File: src/rtl/serial_add_ctrl.sv
// Bit-serial add/subtract controller driving an external one-bit full adder.
// Operands are shifted out LSB first, one bit per RUN cycle; the result is
// collected in a shift register and published only when the operation ends.
//
// state | meaning
// ------+---------------------------------------------------------------
// IDLE  | waiting for start; fa_* held low; last result visible
// RUN   | one bit per cycle through the external full adder
// DONE  | one-cycle result-valid pulse, then back to IDLE
module serial_add_ctrl #(
   parameter int WIDTH = 8
) (
   input  logic             clk,
   input  logic             rst_n,
   input  logic             start,
   input  logic             sub,
   input  logic [WIDTH-1:0] a,
   input  logic [WIDTH-1:0] b,
   input  logic             cin,
   output logic             fa_a,
   output logic             fa_b,
   output logic             fa_cin,
   input  logic             fa_s,
   input  logic             fa_cout,
   output logic             busy,
   output logic             done,
   output logic [WIDTH-1:0] sum,
   output logic             cout,
   output logic             ovf
);

   localparam int CW = $clog2(WIDTH) + 1;

   typedef enum logic [1:0] {
      S_IDLE = 2'd0,
      S_RUN  = 2'd1,
      S_DONE = 2'd2
   } state_t;

   state_t           state_q, state_d;
   logic [WIDTH-1:0] a_q, b_q, sh_q, sum_q;
   logic             carry_q, cout_q, ovf_q;
   logic [CW-1:0]    cnt_q;
   // Low for the first edge after reset release so a start already high
   // on that edge is not taken.
   logic             armed_q;
   logic             accept, last;

   // State register
   always_ff @(posedge clk or negedge rst_n) begin
      if (!rst_n) state_q <= S_IDLE;
      else        state_q <= state_d;
   end

   // Next-state decode plus accept / last-bit strobes
   always_comb begin
      state_d = state_q;
      accept  = 1'b0;
      last    = 1'b0;
      case (state_q)
         S_IDLE: begin
            if (start && armed_q) begin
               accept  = 1'b1;
               state_d = S_RUN;
            end
         end
         S_RUN: begin
            if (cnt_q == CW'(WIDTH - 1)) begin
               last    = 1'b1;
               state_d = S_DONE;
            end
         end
         S_DONE:  state_d = S_IDLE;
         default: state_d = S_IDLE;
      endcase
   end

   // Reset-release qualifier
   always_ff @(posedge clk or negedge rst_n) begin
      if (!rst_n) armed_q <= 1'b0;
      else        armed_q <= 1'b1;
   end

   // Operand shift registers, carry, bit counter and published result
   always_ff @(posedge clk or negedge rst_n) begin
      if (!rst_n) begin
         a_q     <= '0;
         b_q     <= '0;
         sh_q    <= '0;
         sum_q   <= '0;
         carry_q <= 1'b0;
         cout_q  <= 1'b0;
         ovf_q   <= 1'b0;
         cnt_q   <= '0;
      end else if (accept) begin
         a_q     <= a;
         b_q     <= sub ? ~b : b;
         carry_q <= sub ? 1'b1 : cin;
         cnt_q   <= '0;
      end else if (state_q == S_RUN) begin
         sh_q    <= {fa_s, sh_q[WIDTH-1:1]};
         a_q     <= a_q >> 1;
         b_q     <= b_q >> 1;
         carry_q <= fa_cout;
         cnt_q   <= cnt_q + CW'(1);
         if (last) begin
            // Final bit goes straight into the visible result so it is
            // complete in the same edge that enters DONE.
            sum_q  <= {fa_s, sh_q[WIDTH-1:1]};
            cout_q <= fa_cout;
            ovf_q  <= carry_q ^ fa_cout;
         end
      end
   end

   // Adder operands come only from registers and are gated off outside RUN
   always_comb begin
      fa_a   = (state_q == S_RUN) & a_q[0];
      fa_b   = (state_q == S_RUN) & b_q[0];
      fa_cin = (state_q == S_RUN) & carry_q;
   end

   assign busy = (state_q != S_IDLE);
   assign done = (state_q == S_DONE);
   assign sum  = sum_q;
   assign cout = cout_q;
   assign ovf  = ovf_q;

endmodule

File: config.mk
export PLATFORM = sky130hd
export DESIGN_NAME = serial_add_ctrl
export DESIGN_NICKNAME = d
export VERILOG_FILES = /design/src/rtl/serial_add_ctrl.sv
export SDC_FILE = /design/constraint.sdc
export NUM_CORES = 1
export LEC_CHECK = 0
export ABC_AREA = 0
export CAP_MARGIN = 15
export CORE_MARGIN = 2
export CORE_UTILIZATION = 45
export CTS_BUF_LIST = sky130_fd_sc_hd__clkbuf_4
export DETAILED_ROUTE_END_ITERATION = 10
export PLACE_DENSITY = 0.77
export SKIP_LAST_GASP = 1
export SYNTH_ARGS = -nofsm -noshare
export SYNTH_HDL_FRONTEND = slang
export SYNTH_SLANG_ARGS = --single-unit
File: constraint.sdc
create_clock -name clk -period 3.45 [get_ports clk]
set_input_delay 0.345 -clock clk [delete_from_list [all_inputs] [get_ports clk]]
set_output_delay 0.345 -clock clk [all_outputs]
set_load 0.02 [all_outputs]
==> metrics.md, run 1 <==
| Metric | Value |
|---|---|
| Register area share after synthesis | `a little over half` |
| Placeable Area | `~4000 um2` |
| Slack of the critical path | `approximately 1.1 ns` |
| Fin crit period | `roughly 2.3 ns` |
| Synth area leaders | `dfrtp_1 55%, mux2_4 7.2%, nand2_1 7.2%` |
| Fin. max-slew vios | `0` |
| Rel. slew slack | `roughly two fifths` |
| Synthesized Nets | `~180` |
| Final instance area | `about 2300 um2` |
| Met3 Use GR | `under 10%` |
| Internal | `between 1 and 1.5 mW` |
| Worst EP arrival | `approximately 2 ns` |
| Post-CTS Resized | `0` |
| Final setup violating endpoints | `0` |
| Synthesized flop and latch total | `41` |
| Synthesized area per cell | `approximately 12 um2` |
| Die extent in y | `about 69 um` |
| Via-to-Cell Ratio | `slightly above 5` |
| Slowest stage cell, crit path | `clkdlybuf4s50_1` |
| Synth Instances | `159` |
| Die width | `about 70 um` |
| GRT Total Usage | `around 16%` |
| Antenna Violating Nets Remaining | `0` |
| RSZ-0062 raised after global routing | `no` |
| Die Area | `approximately 4700 um2` |
| Clock Power Share | `roughly 15%` |
| CP Max Fanout | `23` |
| CP max stage delay | `about 0.60 ns` |
| Post-synth top area cell | `dfrtp_1` |
| Share of cells above drive strength 1 | `between 10% and 20%` |
| Library cells used by synthesis | `31` |
| Yosys warnings | `0` |
| Clock Path Buffers | `2` |
| Part of the power in registers | `between 40% and 50%` |
| Register area | `around 1000 um2` |
| DRC violations left | `0` |
| Slew at the pin closest to its max-slew limit | `a little under 0.9 ns` |
| Initial antenna violation count | `0` |
| Global Route met1 Usage | `between 15 and 20%` |
| FP Rows | `23` |
| Nets@finish | `218` |
| Total of max-cap violations | `0` |
| Max VDD drop | `about 320 uV` |
| Crit start category | `flip-flop` |
| Worst path bufs/invs | `1` |
| GPL Wtd Cong | `about 0.74` |
| Worst-path clk slew | `~0.12 ns` |
| Combinational power share | `~44%` |
| Layout area overhead | `23.6%` |
| Post-synthesis cell area | `approximately 1900 um2` |
| Type of the worst min-delay path | `in -> async` |
| CTS tree | `built` |
| Fin. Hold Viols | `0` |
| Placed cell area | `approximately 2200 um2` |
| LEAKAGE | `1.08 nW` |
| Run status | `complete, no violations` |
| Required @ worst endpoint | `~3.1 ns` |
| Sw power | `between 0.7 and 0.8 mW` |
| Most crowded layer after global routing | `met2` |
| Grt ovf | `0` |
| # diodes | `0` |
| # IOs | `38` |
| DR WL/cell | `between 10 and 15 um` |
| Post-Route WL | `between 3 and 4 mm` |
| Vias in the first global route | `1,321` |
| Post-route clock period utilization | `about 68%` |
| Family with the most delay on the worst path | `simple AND/OR/NAND/NOR gates` |
| DRT Pass-1 Iters | `5` |
| Crit Path Class | `reg -> out` |
| Num CTS Buffers | `5` |
| # H-tree levels | `2` |
| F_max | `between 400 and 500 MHz` |
| Met2 GRT Util | `28.7%` |
| Fill cells | `between 300 and 400` |
| Sw Share | `35.7%` |
| Global-route wire length before repair | `5.60 mm` |
| Fin Clk Skew | `0.00694 ns` |
| Clock Sinks | `41` |
| Post-CTS Hold Buffers | `0` |
| Multi-input logic area | `between 700 and 800 um2` |
| DR iter-0 viols | `77` |
| Crit path cell chain | `and2b_4 > and2_1 > clkdlybuf4s50_1` |
| Buffers on Ports | `37` |
| Synth top area share | `a little over half` |
| Setup WS pre-CTS | `1.42 ns` |
| HPWL after DPL | `roughly 2.4 mm` |
| Power per standard cell area | `around 860 nW/um2` |
| Vias | `1,271` |
| Initial Utilization | `between 40% and 50%` |
| Total negative slack | `0 ns` |
| CTS Root Cell | `clkbuf_4` |
| Worst Setup End Kind | `primary output` |
| Clock Latency Late Sink | `~0.35 ns` |
| Number of setup buffers added after CTS | `0` |
| Largest net degree at the start of global routing | `42` |
-- flip-flops by register name, summed over array words and instances (netlist names) --
| signal | cells |
|---|---|
| cout | 1 |
| a_q | 8 |
| b_q | 8 |
| cnt_q | 4 |
| sh_q | 7 |
| state_q | 2 |
| carry_q | 1 |
| armed_q | 1 |
| ovf | 1 |
| sum | 8 |
-- layout by cell type, fill, tap and decap left out, drive strengths merged, types with 5 or more instances in the layout --
master / n
nand2: 36
o21ai: 11
a22o: 7
mux2i: 7
mux2: 11
a21o: 7
dfrtp: 41
clkbuf: 5
xor2: 10
clkdlybuf4s50: 36
-- cells in the mapped netlist --
library cell and n:
a21o_1 7, a221o_1 2, a22o_1 7, and2_1 3, and2b_4 1, and4bb_4 1, buf_2 3, buf_4 3
buf_6 2, clkbuf_1 1, conb_1 1, dfrtp_1 41, ha_1 1, mux2_1 1, mux2_2 1, mux2_4 9
mux2i_1 7, nand2_1 36, nand2b_1 1, nand2b_2 1, nand3_1 1, nor2_4 1, nor2b_1 2, nor3_4 1
nor3b_1 1, o21a_1 1, o21ai_0 1, o21ai_1 10, o22ai_1 1, or2_1 1, xor2_1 10
-- path summary, 6_finish.rpt --
| kind | endpoint | slack [ns] | cells after the start | from |
|---|---|---|---|---|
| setup / recovery | fa_a | 1.11 | 3 | state_q[1] |
| hold / removal | b_q[4] | 0.1 | 1 | rst_n |
| setup reg to reg | sum[0] | 1.41 | 3 | state_q[1] |
| hold reg to reg | a_q[3] | 0.49 | 1 | a_q[3] |
| max in group asynchronous | a_q[0] | 2.81 | 1 | rst_n |
| min in group clk | a_q[3] | 0.49 | 1 | a_q[3] |
-- per-stage QoR --
stage               utilization, %  hold slack, ns  instances  total power, mW
global placement              56.1           0.458        237             1.66
finish                        58.0          0.0951        245             2.00
floorplan                        -          0.0494        159             1.42
global route                  58.0           0.156        245             2.13
CTS                           58.0           0.126        245             2.02
detailed placement            56.1           0.467        237             1.71
-- per-layer routing --
metal  routed length (um)  up-vias
li1                     -      608
met1                 1390      631
met2                 1740       27
met3                  142        5
met4                   51        0
met5                    0        -
-- worst reg2reg max path, delay by kind of cell (launching register included) --
| kind | cells | cell delay [ns] |
|---|---|---|
| simple gates | 2 | 1.12 |
| mux | 1 | 0.39 |
| flops | 1 | 0.43 |
-- cell type report --
cell class                      count  area share, %
Clock buffer                        5           1.62
Clock inverter                      3           1.78
Multi-Input combinational cell    109           34.0
Sequential cell                    41           44.2
Tap cell                           50           2.70
Timing Repair Buffer               37           15.7
-- power groups by stage --
stage | Combinational (mW) | Clock, mW | Sequential, mW
global route | 0.957 | 0.332 | 0.843
finish | 0.875 | 0.306 | 0.816
global placement | 0.849 | 0 | 0.814
CTS | 0.887 | 0.312 | 0.817
detailed placement | 0.886 | 0 | 0.828
floorplan | 0.557 | 0 | 0.868
-- cells by family after synthesis --
| logic type | after synthesis | share of synthesized area (%) |
|---|---|---|
| compound gates | 29 | 10.8 |
| flops | 41 | 54.6 |
| other cells | 1 | 0.200 |
| mux | 18 | 12.1 |
| simple gates | 50 | 13.5 |
| fa+ha+maj | 1 | 0.666 |
| buf+inv | 9 | 3.40 |
| xor+xnor | 10 | 4.66 |
(Power assumes the default switching activity.)
==> run 2: changes to the inputs <==
PLACE_DENSITY = 0.8   (was 0.77)
clock period = 1.92 ns   (was 3.45 ns; I/O delays follow)
==> metrics.md, run 2 (same netlist as run 1, synthesis figures left out) <==
| Metric | Value |
|---|---|
| GPL Wtd Cong | `0.678 (-8.6%)` |
| Sw power | `1.26 mW (+77%)` |
| Final setup violating endpoints | `0 (unchanged)` |
| CTS tree | `built` |
| Hold_ws | `0.338 ns (+0.243 ns)` |
| Initial Utilization | `47.0% (unchanged)` |
| Crit path cell chain | `and2b_4 > and2_1 > dlygate4sd2_1` |
| Required @ worst endpoint | `1.73 ns (-1.38 ns)` |
| CP max stage delay | `0.42 ns (-0.18 ns)` |
| Worst r2r src | `cnt_q[0]` |
| Largest net degree at the start of global routing | `42 (unchanged)` |
| Nets@finish | `225 (+3.2%)` |
| Die Area | `4710 um2 (unchanged)` |
| Die extent in y | `68.6 um (unchanged)` |
| Max VDD drop | `450 uV (+39%)` |
| DR iter-0 viols | `96 (+25%)` |
| # diodes | `0 (unchanged)` |
| Crit start category | `flip-flop` |
| Clock Power Share | `11.9% (-3.4 points)` |
| Type of the worst min-delay path | `in -> async` |
| Placed cells | `243 (+2.5%)` |
| CP Max Fanout | `11 (-52%)` |
| Post-Layout Cell Count | `252 (+2.9%)` |
| RSZ-0062 raised after global routing | `no` |
| Power per standard cell area | `1470 nW/um2 (+71%)` |
| Crit path launch | `state_q[1]` |
| Layout area overhead | `25.7%` |
| DRC violations left | `0 (unchanged)` |
| Total of max-cap violations | `0 (unchanged)` |
| Post-route clock period utilization | `91.6%` |
| Clock Sinks | `41 (unchanged)` |
| # H-tree levels | `2 (unchanged)` |
| Worst Setup End Kind | `primary output` |
| Total chip power | `3.48 mW (+74%)` |
| Fin. max-slew vios | `0 (unchanged)` |
| Crit Path Class | `reg -> out` |
| Grt ovf | `0 (unchanged)` |
| Total negative slack | `0 ns (unchanged)` |
| Global-route wire length before repair | `5.36 mm (-4.2%)` |
| Placeable Area | `4000 um2 (unchanged)` |
| Clock Latency Late Sink | `0.34 ns (about the same)` |
| Die width | `68.6 um (unchanged)` |
| Num CTS Buffers | `5 (unchanged)` |
| Share of cells above drive strength 1 | `14.9% (+3.1 points)` |
| F_max | `around 570 MHz` |
| Worst-path clk slew | `0.12 ns (about the same)` |
| DRT Pass-1 Iters | `4 (-1)` |
| FP Rows | `23 (unchanged)` |
| LEAKAGE | `1.13 nW (+4.2%)` |
| Internal | `2.21 mW (+72%)` |
| Final core utilization | `59.0% (+1.0 points)` |
| Slowest stage cell, crit path | `dfrtp_1` |
| Run status | `complete, no violations` |
| DR WL/cell | `12.4 um (-8.9%)` |
| Post-Route WL | `3.12 mm (-6.3%)` |
| GRT Total Usage | `15.7% (-0.63 points)` |
| Part of the power in registers | `42.1% (+1.2 points)` |
| Vias | `1,240 (-2.4%)` |
| Combinational power share | `45.9% (+2.1 points)` |
| HPWL after DPL | `2.28 mm (-3.2%)` |
| Via-to-Cell Ratio | `4.92 (-5.1%)` |
| CTS Root Cell | `clkbuf_4` |
| Fin. Hold Viols | `0 (unchanged)` |
| Buffers on Ports | `37 (unchanged)` |
| # IOs | `38 (unchanged)` |
| Initial antenna violation count | `0 (unchanged)` |
| Fin Clk Skew | `0.0135 ns (+0.00660 ns)` |
| Sw Share | `36.3% (+0.69 points)` |
| Commonest non-fill, non-tap cell in the layout | `dfrtp_1` |
| Worst EP arrival | `1.57 ns (-0.43 ns)` |
| Clock Path Buffers | `2 (unchanged)` |
| Vias in the first global route | `1,229 (-7.0%)` |
| Most frequent cells in the layout | `41 x dfrtp_1, 36 x nand2_1, 33 x clkdlybuf4s50_1, 10 x xor2_1, 10 x o21ai_1` |
| Antenna Violating Nets Remaining | `0 (unchanged)` |
| Fin crit period | `~1.8 ns` |
[run 2: area by class of cell]
| cell class | instances | area, um2 |
|---|---|---|
| Clock buffer | 6 | 45.0 |
| Clock inverter | 2 | 10.0 |
| Fill cell | 356 | 1640 |
| Multi-Input combinational cell | 109 | 788 |
| Sequential cell | 41 | 1030 |
| Tap cell | 50 | 62.6 |
| Timing Repair Buffer | 44 | 429 |
[run 2: timing repair]
item                                   4_1_cts  5_1_grt
gates resized for setup                      3        0
setup buffers                                0        0
setup endpoints to repair                    3        0
hold buffers                                 1        0
endpoints found under the hold margin       41        0
[run 2: layer usage]
| layer | wire length [um] | up-vias | global-route usage [%] |
|---|---|---|---|
| li1 | - | 624 | - |
| met1 | 1400 | 578 | 19.6 |
| met2 | 1530 | 32 | 25.1 |
| met3 | 115 | 6 | 3.73 |
| met4 | 72 | 0 | 8.25 |
| met5 | 0 | - | 0 |
[run 2: power by group through the flow]
stage	combinational (mW)	clock [mW]	sequential, mW
global placement	1.59	0	1.47
floorplan	1.00	0	1.56
global route	1.77	0.452	1.52
detailed placement	1.64	0	1.49
CTS	1.62	0.426	1.47
finish	1.60	0.415	1.47
[run 2: per-stage QoR]
step                cell area (um2)  worst slack, ns
global placement               2300            0.277
floorplan                      1880            0.513
detailed placement             2300            0.242
CTS                            2360            0.130
global route                   2360           0.0590
finish                         2360            0.161
[run 2: critical path: cells and delay by family (launching register included)]
family                 cells  cell delay (ns)
flip-flops                 1             0.42
AND/OR/NAND/NOR            2             0.47
buffers and inverters      1             0.33
[run 2: final timing paths]
check / slack (ns) / depth (start not counted) / endpoint
worst min register to register: 0.48 / 1 / a_q[0]
worst max-delay path: 0.16 / 3 / fa_cin
min in group clk: 0.40 / 3 / a_q[7]
worst min-delay path: 0.34 / 3 / sum[3]
max in group asynchronous: 1.37 / 3 / b_q[0]
worst max register to register: 0.38 / 5 / sum[0]
==> run 3: changes to the inputs <==
CELL_PAD_IN_SITES_DETAIL_PLACEMENT = 1   (was unset)
CELL_PAD_IN_SITES_GLOBAL_PLACEMENT = 2   (was unset)
CORE_UTILIZATION = 31   (was 45)
CTS_CLUSTER_SIZE = 25   (was unset)
PLACE_DENSITY = 0.83   (was 0.8)
==> metrics.md, run 3 (same netlist as run 1, synthesis figures left out) <==
| Metric | Value |
|---|---|
| RSZ-0062 raised after global routing | `no` |
| Nets@finish | `227 (+0.89%)` |
| Post-Route WL | `3.53 mm (+13%)` |
| Required @ worst endpoint | `1.73 ns (about the same)` |
| Fin Clk Skew | `0.0163 ns (+0.00274 ns)` |
| Die extent in y | `81.8 um (+19%)` |
| Share of cells above drive strength 1 | `14.8% (-0.073 points)` |
| Clock Sinks | `41 (unchanged)` |
| Total of max-cap violations | `0 (unchanged)` |
| Grt ovf | `0 (unchanged)` |
| DR iter-0 viols | `50 (-48%)` |
| # IOs | `38 (unchanged)` |
| CTS tree | `built` |
| Fin. max-slew vios | `0 (unchanged)` |
| Total chip power | `3.51 mW (+0.98%)` |
| Worst-path clk slew | `0.11 ns (about the same)` |
| Die Area | `6700 um2 (+42%)` |
| Vias in the first global route | `1,267 (+3.1%)` |
| Most frequent cells in the layout | `41 x dfrtp_1, 36 x nand2_1, 33 x clkdlybuf4s50_1, 10 x xor2_1, 10 x o21ai_1` |
| Final instance area | `2390 um2 (+1.2%)` |
| Slew at the pin closest to its max-slew limit | `0.517 ns` |
| LEAKAGE | `1.13 nW (-0.13%)` |
| Via-to-Cell Ratio | `4.47 (-9.1%)` |
| # H-tree levels | `2 (unchanged)` |
| DRT Pass-1 Iters | `4 (unchanged)` |
| Rel. slew slack | `about two thirds` |
| Placeable Area | `5890 um2 (+47%)` |
| Global-route wire length before repair | `6.07 mm (+13%)` |
| Commonest non-fill, non-tap cell in the layout | `dfrtp_1` |
| Fin. Hold Viols | `0 (unchanged)` |
| FP Rows | `28 (+22%)` |
| Post-route clock period utilization | `90.1% (-1.5 points)` |
| Initial antenna violation count | `0 (unchanged)` |
| Crit start category | `flip-flop` |
| HPWL after DPL | `2.49 mm (+9.2%)` |
| Die width | `81.8 um (+19%)` |
| Num CTS Buffers | `5 (unchanged)` |
| Vias | `1,244 (+0.32%)` |
| Worst EP arrival | `1.54 ns (-0.03 ns)` |
| Clock Latency Late Sink | `0.34 ns (about the same)` |
| Total negative slack | `0 ns (unchanged)` |
| Antenna Violating Nets Remaining | `0 (unchanged)` |
| Crit Path Class | `reg -> out` |
| Power per standard cell area | `1470 nW/um2 (-0.18%)` |
| F_max | `578 MHz (+1.6%)` |
| Final setup violating endpoints | `0 (unchanged)` |
| Initial Utilization | `31.9% (-15 points)` |
| Largest net degree at the start of global routing | `42 (unchanged)` |
| Clock Path Buffers | `2 (unchanged)` |
| CP Max Fanout | `5 (-6)` |
| # diodes | `0 (unchanged)` |
| Max VDD drop | `440 uV (-2.3%)` |
| GPL Wtd Cong | `0.695 (+2.6%)` |
| Placed cell area | `2320 um2 (+0.82%)` |
| CTS Root Cell | `clkbuf_4` |
| Type of the worst min-delay path | `in -> async` |
| DRC violations left | `0 (unchanged)` |
| Layout area overhead | `27.2%` |
| Run status | `complete, no violations` |
| GRT Total Usage | `12.1% (-3.6 points)` |
| Fin crit period | `1.73 ns (-0.0281 ns)` |
| Worst Setup End Kind | `primary output` |
| DR WL/cell | `12.7 um (+2.7%)` |
| Buffers on Ports | `37 (unchanged)` |
-- run 3: path summary, 6_finish.rpt --
path / startpoint / end / slack [ns] / depth (start not counted)
setup / recovery: state_q[0] / busy / 0.19 / 2
hold / removal: rst_n / a_q[1] / 0.42 / 3
setup reg to reg: state_q[1] / cnt_q[2] / 0.44 / 3
hold reg to reg: a_q[0] / a_q[0] / 0.49 / 1
max in group asynchronous: rst_n / b_q[1] / 1.12 / 3
min in group clk: a[7] / a_q[7] / 0.42 / 3
-- run 3: final cells by class --
class / instances / area (um2)
clock buffers: 6 / 45.0
well taps: 75 / 93.8
flip-flops and latches: 41 / 1030
repair buffers: 46 / 432
fillers: 663 / 3500
multi-input cells: 109 / 788
clock inverters: 1 / 3.75
-- run 3: power breakdown --
part / internal (mW) / switching (mW) / leakage, nW
sequential: 1.23 / 0.240 / 0.515
combinational: 0.859 / 0.781 / 0.585
clock: 0.147 / 0.257 / 0.0292
total: 2.23 / 1.28 / 1.13
-- run 3: what timing repair did --
action | 4_1_cts | 5_1_grt
setup buffers | 2 | 0
hold endpoints to repair | 41 | 0
hold buffers | 1 | 0
setup endpoints to repair | 3 | 0
resized for setup | 3 | 0
-- run 3: layer usage --
metal	global-route usage (%)	up-vias	wire, um
met5	0	-	0
met4	4.00	0	51
met3	3.85	7	169
met2	19.1	27	1660
met1	15.7	585	1650
li1	-	625	-
-- run 3: through the flow --
stage,setup slack (ns),utilization [%],std cells,hold WS [ns]
6_report,0.189,40.6,278,0.419
5_1_grt,0.0859,40.6,278,0.441
3_5_place_dp,0.165,39.4,268,0.290
4_1_cts,0.157,40.6,278,0.391
2_1_floorplan,0.513,-,159,-0.104
3_3_place_gp,0.166,39.4,268,0.287
-- run 3: worst max-delay path, stage by stage, from the launching register on --
cell             delay, ns
dfrtp_1               0.44
or2_1                 0.23
clkdlybuf4s50_1       0.53
